`src/rtl/hsid_x_reg_initiator.sv`:
```
// HSpecID-X register-bus initiator.
// Runs one job over the accelerator register port: programs the job
// configuration, pulses start, polls STATUS, reads back the MSE min/max
// results and hands them over on a result handshake.
module hsid_x_reg_initiator #(
    parameter int          WORD_WIDTH        = 32,
    parameter int          HSP_BANDS_WIDTH   = 16,
    parameter int          HSP_LIBRARY_WIDTH = 16,
    parameter logic [31:0] BASE_ADDR         = 32'h0000_0000,
    parameter int          POLL_LIMIT        = 1024
) (
    input  logic                         clk,
    input  logic                         rst,
    input  logic                         cmd_valid,
    output logic                         cmd_ready,
    input  logic [HSP_LIBRARY_WIDTH-1:0] cmd_library_size,
    input  logic [HSP_BANDS_WIDTH-1:0]   cmd_pixel_bands,
    input  logic [WORD_WIDTH-1:0]        cmd_captured_addr,
    input  logic [WORD_WIDTH-1:0]        cmd_library_addr,
    input  logic                         abort,
    output logic                         reg_valid,
    output logic                         reg_write,
    output logic [31:0]                  reg_addr,
    output logic [WORD_WIDTH-1:0]        reg_wdata,
    output logic [WORD_WIDTH/8-1:0]      reg_wstrb,
    input  logic                         reg_ready,
    input  logic [WORD_WIDTH-1:0]        reg_rdata,
    input  logic                         reg_error,
    output logic                         res_valid,
    input  logic                         res_ready,
    output logic [2:0]                   res_code,
    output logic [HSP_LIBRARY_WIDTH-1:0] res_mse_min_ref,
    output logic [WORD_WIDTH-1:0]        res_mse_min_value,
    output logic [HSP_LIBRARY_WIDTH-1:0] res_mse_max_ref,
    output logic [WORD_WIDTH-1:0]        res_mse_max_value
);

    localparam int STRB_WIDTH = WORD_WIDTH / 8;
    localparam int CNT_WIDTH  = $clog2(POLL_LIMIT + 1);

    // Register offsets from BASE_ADDR
    localparam logic [31:0] OFF_CTRL      = 32'h0000_0000;
    localparam logic [31:0] OFF_STATUS    = 32'h0000_0004;
    localparam logic [31:0] OFF_LIB_SIZE  = 32'h0000_0008;
    localparam logic [31:0] OFF_BANDS     = 32'h0000_000C;
    localparam logic [31:0] OFF_CAP_ADDR  = 32'h0000_0010;
    localparam logic [31:0] OFF_LIB_ADDR  = 32'h0000_0014;
    localparam logic [31:0] OFF_MIN_REF   = 32'h0000_0018;
    localparam logic [31:0] OFF_MIN_VALUE = 32'h0000_001C;
    localparam logic [31:0] OFF_MAX_REF   = 32'h0000_0020;
    localparam logic [31:0] OFF_MAX_VALUE = 32'h0000_0024;

    // Result codes
    localparam logic [2:0] CODE_DONE      = 3'd0;
    localparam logic [2:0] CODE_HW_ERROR  = 3'd1;
    localparam logic [2:0] CODE_CANCELLED = 3'd2;
    localparam logic [2:0] CODE_BUS_ERROR = 3'd3;
    localparam logic [2:0] CODE_TIMEOUT   = 3'd4;

    typedef enum logic [3:0] {
        S_IDLE, S_WR_LIB, S_WR_BANDS, S_WR_CAP, S_WR_LADDR, S_WR_START,
        S_POLL, S_RD_MINREF, S_RD_MINVAL, S_RD_MAXREF, S_RD_MAXVAL,
        S_WR_CLEAR, S_RESP
    } state_t;

    // One bus request, held as a single register so all fields move together
    typedef struct packed {
        logic                  valid;
        logic                  write;
        logic [31:0]           addr;
        logic [WORD_WIDTH-1:0] wdata;
        logic [STRB_WIDTH-1:0] wstrb;
    } req_t;

    function automatic req_t no_req();
        req_t r;
        r.valid = 1'b0;
        r.write = 1'b0;
        r.addr  = 32'h0000_0000;
        r.wdata = {WORD_WIDTH{1'b0}};
        r.wstrb = {STRB_WIDTH{1'b0}};
        return r;
    endfunction

    function automatic req_t wr_req(input logic [31:0] off, input logic [WORD_WIDTH-1:0] data);
        req_t r;
        r.valid = 1'b1;
        r.write = 1'b1;
        r.addr  = BASE_ADDR + off;
        r.wdata = data;
        r.wstrb = {STRB_WIDTH{1'b1}};
        return r;
    endfunction

    function automatic req_t rd_req(input logic [31:0] off);
        req_t r;
        r.valid = 1'b1;
        r.write = 1'b0;
        r.addr  = BASE_ADDR + off;
        r.wdata = {WORD_WIDTH{1'b0}};
        r.wstrb = {STRB_WIDTH{1'b0}};
        return r;
    endfunction

    state_t                       state_r;
    req_t                         req_r;
    logic [HSP_BANDS_WIDTH-1:0]   bands_r;
    logic [WORD_WIDTH-1:0]        cap_addr_r;
    logic [WORD_WIDTH-1:0]        lib_addr_r;
    logic [CNT_WIDTH-1:0]         poll_cnt_r;
    logic                         cmd_ready_r;
    logic                         res_valid_r;
    logic [2:0]                   res_code_r;
    logic [HSP_LIBRARY_WIDTH-1:0] min_ref_r;
    logic [WORD_WIDTH-1:0]        min_value_r;
    logic [HSP_LIBRARY_WIDTH-1:0] max_ref_r;
    logic [WORD_WIDTH-1:0]        max_value_r;
    logic                         xfer_done_s;

    // A transfer completes when our held request meets the responder's ready
    assign xfer_done_s = req_r.valid & reg_ready;

    assign cmd_ready         = cmd_ready_r;
    assign reg_valid         = req_r.valid;
    assign reg_write         = req_r.write;
    assign reg_addr          = req_r.addr;
    assign reg_wdata         = req_r.wdata;
    assign reg_wstrb         = req_r.wstrb;
    assign res_valid         = res_valid_r;
    assign res_code          = res_code_r;
    assign res_mse_min_ref   = min_ref_r;
    assign res_mse_min_value = min_value_r;
    assign res_mse_max_ref   = max_ref_r;
    assign res_mse_max_value = max_value_r;

    // Job sequencer: the next request is loaded on the completion edge of the current one
    always_ff @(posedge clk or posedge rst) begin
        if (rst) begin
            state_r     <= S_IDLE;
            req_r       <= no_req();
            bands_r     <= {HSP_BANDS_WIDTH{1'b0}};
            cap_addr_r  <= {WORD_WIDTH{1'b0}};
            lib_addr_r  <= {WORD_WIDTH{1'b0}};
            poll_cnt_r  <= {CNT_WIDTH{1'b0}};
            cmd_ready_r <= 1'b1;
            res_valid_r <= 1'b0;
            res_code_r  <= CODE_DONE;
            min_ref_r   <= {HSP_LIBRARY_WIDTH{1'b0}};
            min_value_r <= {WORD_WIDTH{1'b0}};
            max_ref_r   <= {HSP_LIBRARY_WIDTH{1'b0}};
            max_value_r <= {WORD_WIDTH{1'b0}};
        end else if (xfer_done_s && reg_error) begin
            // Any failed transfer ends the job; partial MSE reads are discarded
            state_r     <= S_RESP;
            req_r       <= no_req();
            res_valid_r <= 1'b1;
            res_code_r  <= CODE_BUS_ERROR;
            min_ref_r   <= {HSP_LIBRARY_WIDTH{1'b0}};
            min_value_r <= {WORD_WIDTH{1'b0}};
            max_ref_r   <= {HSP_LIBRARY_WIDTH{1'b0}};
            max_value_r <= {WORD_WIDTH{1'b0}};
        end else begin
            case (state_r)
                S_IDLE: begin
                    if (cmd_valid) begin
                        // Library size goes straight out; the rest is kept for later writes
                        bands_r     <= cmd_pixel_bands;
                        cap_addr_r  <= cmd_captured_addr;
                        lib_addr_r  <= cmd_library_addr;
                        poll_cnt_r  <= {CNT_WIDTH{1'b0}};
                        cmd_ready_r <= 1'b0;
                        min_ref_r   <= {HSP_LIBRARY_WIDTH{1'b0}};
                        min_value_r <= {WORD_WIDTH{1'b0}};
                        max_ref_r   <= {HSP_LIBRARY_WIDTH{1'b0}};
                        max_value_r <= {WORD_WIDTH{1'b0}};
                        req_r       <= wr_req(OFF_LIB_SIZE, WORD_WIDTH'(cmd_library_size));
                        state_r     <= S_WR_LIB;
                    end else begin
                        cmd_ready_r <= 1'b1;
                    end
                end
                S_WR_LIB: if (xfer_done_s) begin
                    req_r   <= wr_req(OFF_BANDS, WORD_WIDTH'(bands_r));
                    state_r <= S_WR_BANDS;
                end
                S_WR_BANDS: if (xfer_done_s) begin
                    req_r   <= wr_req(OFF_CAP_ADDR, cap_addr_r);
                    state_r <= S_WR_CAP;
                end
                S_WR_CAP: if (xfer_done_s) begin
                    req_r   <= wr_req(OFF_LIB_ADDR, lib_addr_r);
                    state_r <= S_WR_LADDR;
                end
                S_WR_LADDR: if (xfer_done_s) begin
                    req_r   <= wr_req(OFF_CTRL, WORD_WIDTH'(2'b01));
                    state_r <= S_WR_START;
                end
                S_WR_START: if (xfer_done_s) begin
                    req_r   <= rd_req(OFF_STATUS);
                    state_r <= S_POLL;
                end
                S_POLL: begin
                    if (xfer_done_s) begin
                        // Status priority: done, then error, then cancelled
                        if (reg_rdata[2]) begin
                            req_r   <= rd_req(OFF_MIN_REF);
                            state_r <= S_RD_MINREF;
                        end else if (reg_rdata[3]) begin
                            req_r       <= no_req();
                            res_valid_r <= 1'b1;
                            res_code_r  <= CODE_HW_ERROR;
                            state_r     <= S_RESP;
                        end else if (reg_rdata[4]) begin
                            req_r       <= no_req();
                            res_valid_r <= 1'b1;
                            res_code_r  <= CODE_CANCELLED;
                            state_r     <= S_RESP;
                        end else if ((poll_cnt_r + CNT_WIDTH'(1)) == CNT_WIDTH'(POLL_LIMIT)) begin
                            poll_cnt_r  <= poll_cnt_r + CNT_WIDTH'(1);
                            req_r       <= no_req();
                            res_valid_r <= 1'b1;
                            res_code_r  <= CODE_TIMEOUT;
                            state_r     <= S_RESP;
                        end else begin
                            // Keep the STATUS read asserted for another poll
                            poll_cnt_r <= poll_cnt_r + CNT_WIDTH'(1);
                        end
                    end else if (abort) begin
                        // Abandon the pending poll and clear the accelerator
                        req_r   <= wr_req(OFF_CTRL, WORD_WIDTH'(2'b10));
                        state_r <= S_WR_CLEAR;
                    end
                end
                S_RD_MINREF: if (xfer_done_s) begin
                    min_ref_r <= reg_rdata[HSP_LIBRARY_WIDTH-1:0];
                    req_r     <= rd_req(OFF_MIN_VALUE);
                    state_r   <= S_RD_MINVAL;
                end
                S_RD_MINVAL: if (xfer_done_s) begin
                    min_value_r <= reg_rdata;
                    req_r       <= rd_req(OFF_MAX_REF);
                    state_r     <= S_RD_MAXREF;
                end
                S_RD_MAXREF: if (xfer_done_s) begin
                    max_ref_r <= reg_rdata[HSP_LIBRARY_WIDTH-1:0];
                    req_r     <= rd_req(OFF_MAX_VALUE);
                    state_r   <= S_RD_MAXVAL;
                end
                S_RD_MAXVAL: if (xfer_done_s) begin
                    max_value_r <= reg_rdata;
                    req_r       <= no_req();
                    res_valid_r <= 1'b1;
                    res_code_r  <= CODE_DONE;
                    state_r     <= S_RESP;
                end
                S_WR_CLEAR: if (xfer_done_s) begin
                    req_r       <= no_req();
                    res_valid_r <= 1'b1;
                    res_code_r  <= CODE_CANCELLED;
                    state_r     <= S_RESP;
                end
                S_RESP: if (res_ready) begin
                    res_valid_r <= 1'b0;
                    cmd_ready_r <= 1'b1;
                    poll_cnt_r  <= {CNT_WIDTH{1'b0}};
                    state_r     <= S_IDLE;
                end
                default: begin
                    state_r     <= S_IDLE;
                    req_r       <= no_req();
                    cmd_ready_r <= 1'b1;
                    res_valid_r <= 1'b0;
                end
            endcase
        end
    end

endmodule
```
`config.mk`:
```
export PLATFORM = sky130hd
export DESIGN_NAME = hsid_x_reg_initiator
export DESIGN_NICKNAME = d
export VERILOG_FILES = /design/src/rtl/hsid_x_reg_initiator.sv
export SDC_FILE = /design/constraint.sdc
export NUM_CORES = 1
export LEC_CHECK = 0
export CORE_MARGIN = 2
export CORE_UTILIZATION = 48
export DETAILED_ROUTE_END_ITERATION = 12
export GPL_TIMING_DRIVEN = 0
export PLACE_DENSITY = 0.81
export SLEW_MARGIN = 10
export SYNTH_ARGS = -nofsm -noshare
export SYNTH_HDL_FRONTEND = slang
export SYNTH_SLANG_ARGS = --single-unit
```
`constraint.sdc`:
```
create_clock -name clk -period 8.73 [get_ports clk]
set_input_delay 0.873 -clock clk [delete_from_list [all_inputs] [get_ports clk]]
set_output_delay 0.873 -clock clk [all_outputs]
set_load 0.1 [all_outputs]
```
==> flow_metrics.env <==
export IMPL_outcome="finished clean"
export IMPL_worstPathMaxFanout=10
export IMPL_die_area_um2=23400
export IMPL_synth_flop_cell="dfrtp_1"
export IMPL_initial_core_util=0.488
export IMPL_ys_ff_latch=234
export IMPL_viasPerCell=5.63
export IMPL_vdd_drop_max_mv=0.195
export IMPL_power_density_nw_per_um2=367
export IMPL_gp_congestion=0.905
export IMPL_core_area_um2=21800
export IMPL_cts_buffer_depth=3
export IMPL_final_cell_mix="clkdlybuf4s50_1 (276), dfrtp_1 (233), nand2_1 (151), o31ai_1 (103), mux2_2 (88)"
export IMPL_synth_top_family_by_area="compound AO/OA/AOI/OAI gates"
export IMPL_grt_pass1_wl_um=51300
export IMPL_relSlewSlack=0.251
export IMPL_synth_adder_area_share=0.00118
export IMPL_crit_type="input pin to register"
export IMPL_ys_warn_count=0
export IMPL_placed_cell_area_um2=13900
export IMPL_hold_buffers=0
export IMPL_final_nets=1414
export IMPL_portBuffers=276
export IMPL_detail_route_antenna_nets=0
export IMPL_dr_pass1_iters=6
export IMPL_die_h_um=153
export IMPL_power_mw=5.41
export IMPL_hold_ws_ns=0.475
export IMPL_drc=0
export IMPL_cts_sinks=234
export IMPL_async_flop_share=1.00
export IMPL_grt_pass1_vias=9139
export IMPL_overflow=0
export IMPL_drive_above_1_share=0.161
export IMPL_avgSynthCellArea_um2=11.2
export IMPL_hold_violations=0
export IMPL_syn_area_um2=10600
export IMPL_synth_edf_count=0
export IMPL_p_leak_nw=6.37
export IMPL_antenna_found_initial=0
export IMPL_clkTransAtPathRegs_ns=0.06
export IMPL_routed_wl_um=32400
export IMPL_synthSimpleGateAreaFrac=0.0984
export IMPL_hp_class="register to register"
export IMPL_fin_skew_ns=0.00629
export IMPL_finalMaxSlewViolations=0
export IMPL_grt_max_degree=98
export IMPL_fmax_ghz=0.297
export IMPL_clk_insertion_delay_late_ns=0.51
export IMPL_fillers=1680
export IMPL_period_share=0.386
export IMPL_synth_xor_area_frac=0.00165
export IMPL_die_w_um=153
export IMPL_ios=306
export IMPL_dpl_hpwl_um=23700
export IMPL_synth_cells=946
export IMPL_finalSetupViolCount=0
export IMPL_final_common_cell="clkdlybuf4s50_1"
export IMPL_synth_distinct_cells=54
export IMPL_avgRoutedWirePerCell_um=20.6
export IMPL_tritoncts="built"
export IMPL_vias=8865
export IMPL_cts_resized=0
export IMPL_cts_htree_levels=1
export IMPL_yosysSeqAreaShare=0.550
export IMPL_finalInstanceArea_um2=14700
export IMPL_synthMuxAreaShare=0.142
export IMPL_worstPathRequired_ns=9.12
export IMPL_tightest_slew_ns=1.12
export IMPL_grt_use_total=0.274
export IMPL_cp_arrival_ns=3.76
export IMPL_cts_made_buffers=25
export IMPL_end_kind="register"
export IMPL_synth_compound_area_share=0.154
export IMPL_area_growth_pct=38.4
export IMPL_rows=54
export IMPL_post_cts_buffers=0
export IMPL_drtIter0Drc=517
export IMPL_root_buffer="clkbuf_16"
export IMPL_cp_start_kind="input pin"
export IMPL_n_antenna_cell=0
export IMPL_rsz0062_at_grt="false"
export IMPL_min_period_ns=3.37
export IMPL_max_cap_violations=0
synth_stat cells (3+ instances only):
cell	instances	area, um2
o21ai_0	23	115
nand2b_1	6	37.5
mux2_1	4	45.0
or4_1	3	22.5
buf_6	3	33.8
and3_1	6	37.5
clkbuf_1	64	240
buf_4	32	240
a21oi_1	34	170
o211ai_1	3	22.5
nor3_1	8	40.0
inv_1	8	30.0
nor4_1	3	18.8
nor2b_1	6	37.5
buf_2	3	15.0
mux2_4	30	450
nand3_1	9	45.0
a22oi_1	45	338
dfrtp_1	233	5830
a31oi_1	4	25.0
nand2_1	151	567
o31ai_1	103	773
mux2_2	88	991
nor2_1	36	135
flip-flops by register name, summed over array words and instances (netlist names), 3 cells and up:
name and flops:
bands_r 16, cap_addr_r 32, lib_addr_r 32, poll_cnt_r 11, reg_addr 4, reg_wdata 32
res_code 3, res_mse_max_ref 16, res_mse_max_value 32, res_mse_min_ref 16, res_mse_min_value 32, state_r 4
final timing paths:
kind / startpoint / end / slack, ns / cells after the start
min in group asynchronous: rst / reg_wdata[28] / 0.81 / 2
worst min register to register: res_mse_min_ref[5] / res_mse_min_ref[5] / 0.47 / 2
worst max register to register: state_r[1] / res_mse_min_value[14] / 5.66 / 6
worst min-delay path: res_mse_min_ref[5] / res_mse_min_ref[5] / 0.47 / 2
max in group asynchronous: rst / res_mse_min_value[26] / 7.08 / 3
worst max-delay path: reg_error / reg_wdata[8] / 5.36 / 8
cell type report:
class / count / area [um2] / share of cell area
Multi-Input combinational cell: 628 / 4320 / 0.293
Clock buffer: 32 / 702 / 0.0476
Timing Repair Buffer: 278 / 2820 / 0.191
Clock inverter: 12 / 113 / 0.00764
Tap cell: 280 / 350 / 0.0238
Inverter: 8 / 37.5 / 0.00255
Sequential cell: 234 / 5860 / 0.398
Buffer: 103 / 533 / 0.0362
worst max-delay path, cell delays in order:
cell and delay, ns:
clkdlybuf4s50_1 0.61, inv_1 0.15, nor2_1 0.66, nor2_1 0.22, a221oi_2 0.46, o21ai_4 0.23
buf_6 0.23, mux2_4 0.30
routing by layer:
layer  routed length [um]  vias to the layer above  global-route usage
met5                    0                        -                   0
met4                  842                        0              0.0758
met3                 2970                       65              0.0692
met2                15800                      444               0.470
met1                12800                     4347               0.347
li1                     -                     4009                   -
per-stage QoR:
stage	setup TNS (ns)	setup WS, ns	util	cells
2_1_floorplan	0	1.44	-	973
3_3_place_gp	-337.39	-1.47	0.635	1529
3_5_place_dp	0	4.82	0.638	1531
4_1_cts	0	5.34	0.675	1575
5_1_grt	0	5.17	0.675	1575
6_report	0	5.36	0.675	1575
report_power, final:
group          internal [mW]  total [mW]  switching [mW]
sequential              1.41        1.62           0.203
combinational          0.859        2.74            1.88
clock                  0.624        1.05           0.428
total                   2.90        5.41            2.51
kinds of logic after synthesis:
logic type | Yosys count
compound gates | 232
mux | 124
simple gates | 241
xor+xnor | 2
buf+inv | 111
fa+ha+maj | 1
flops | 234
other cells | 1
Note: power is estimated with default switching activity, not from simulation.
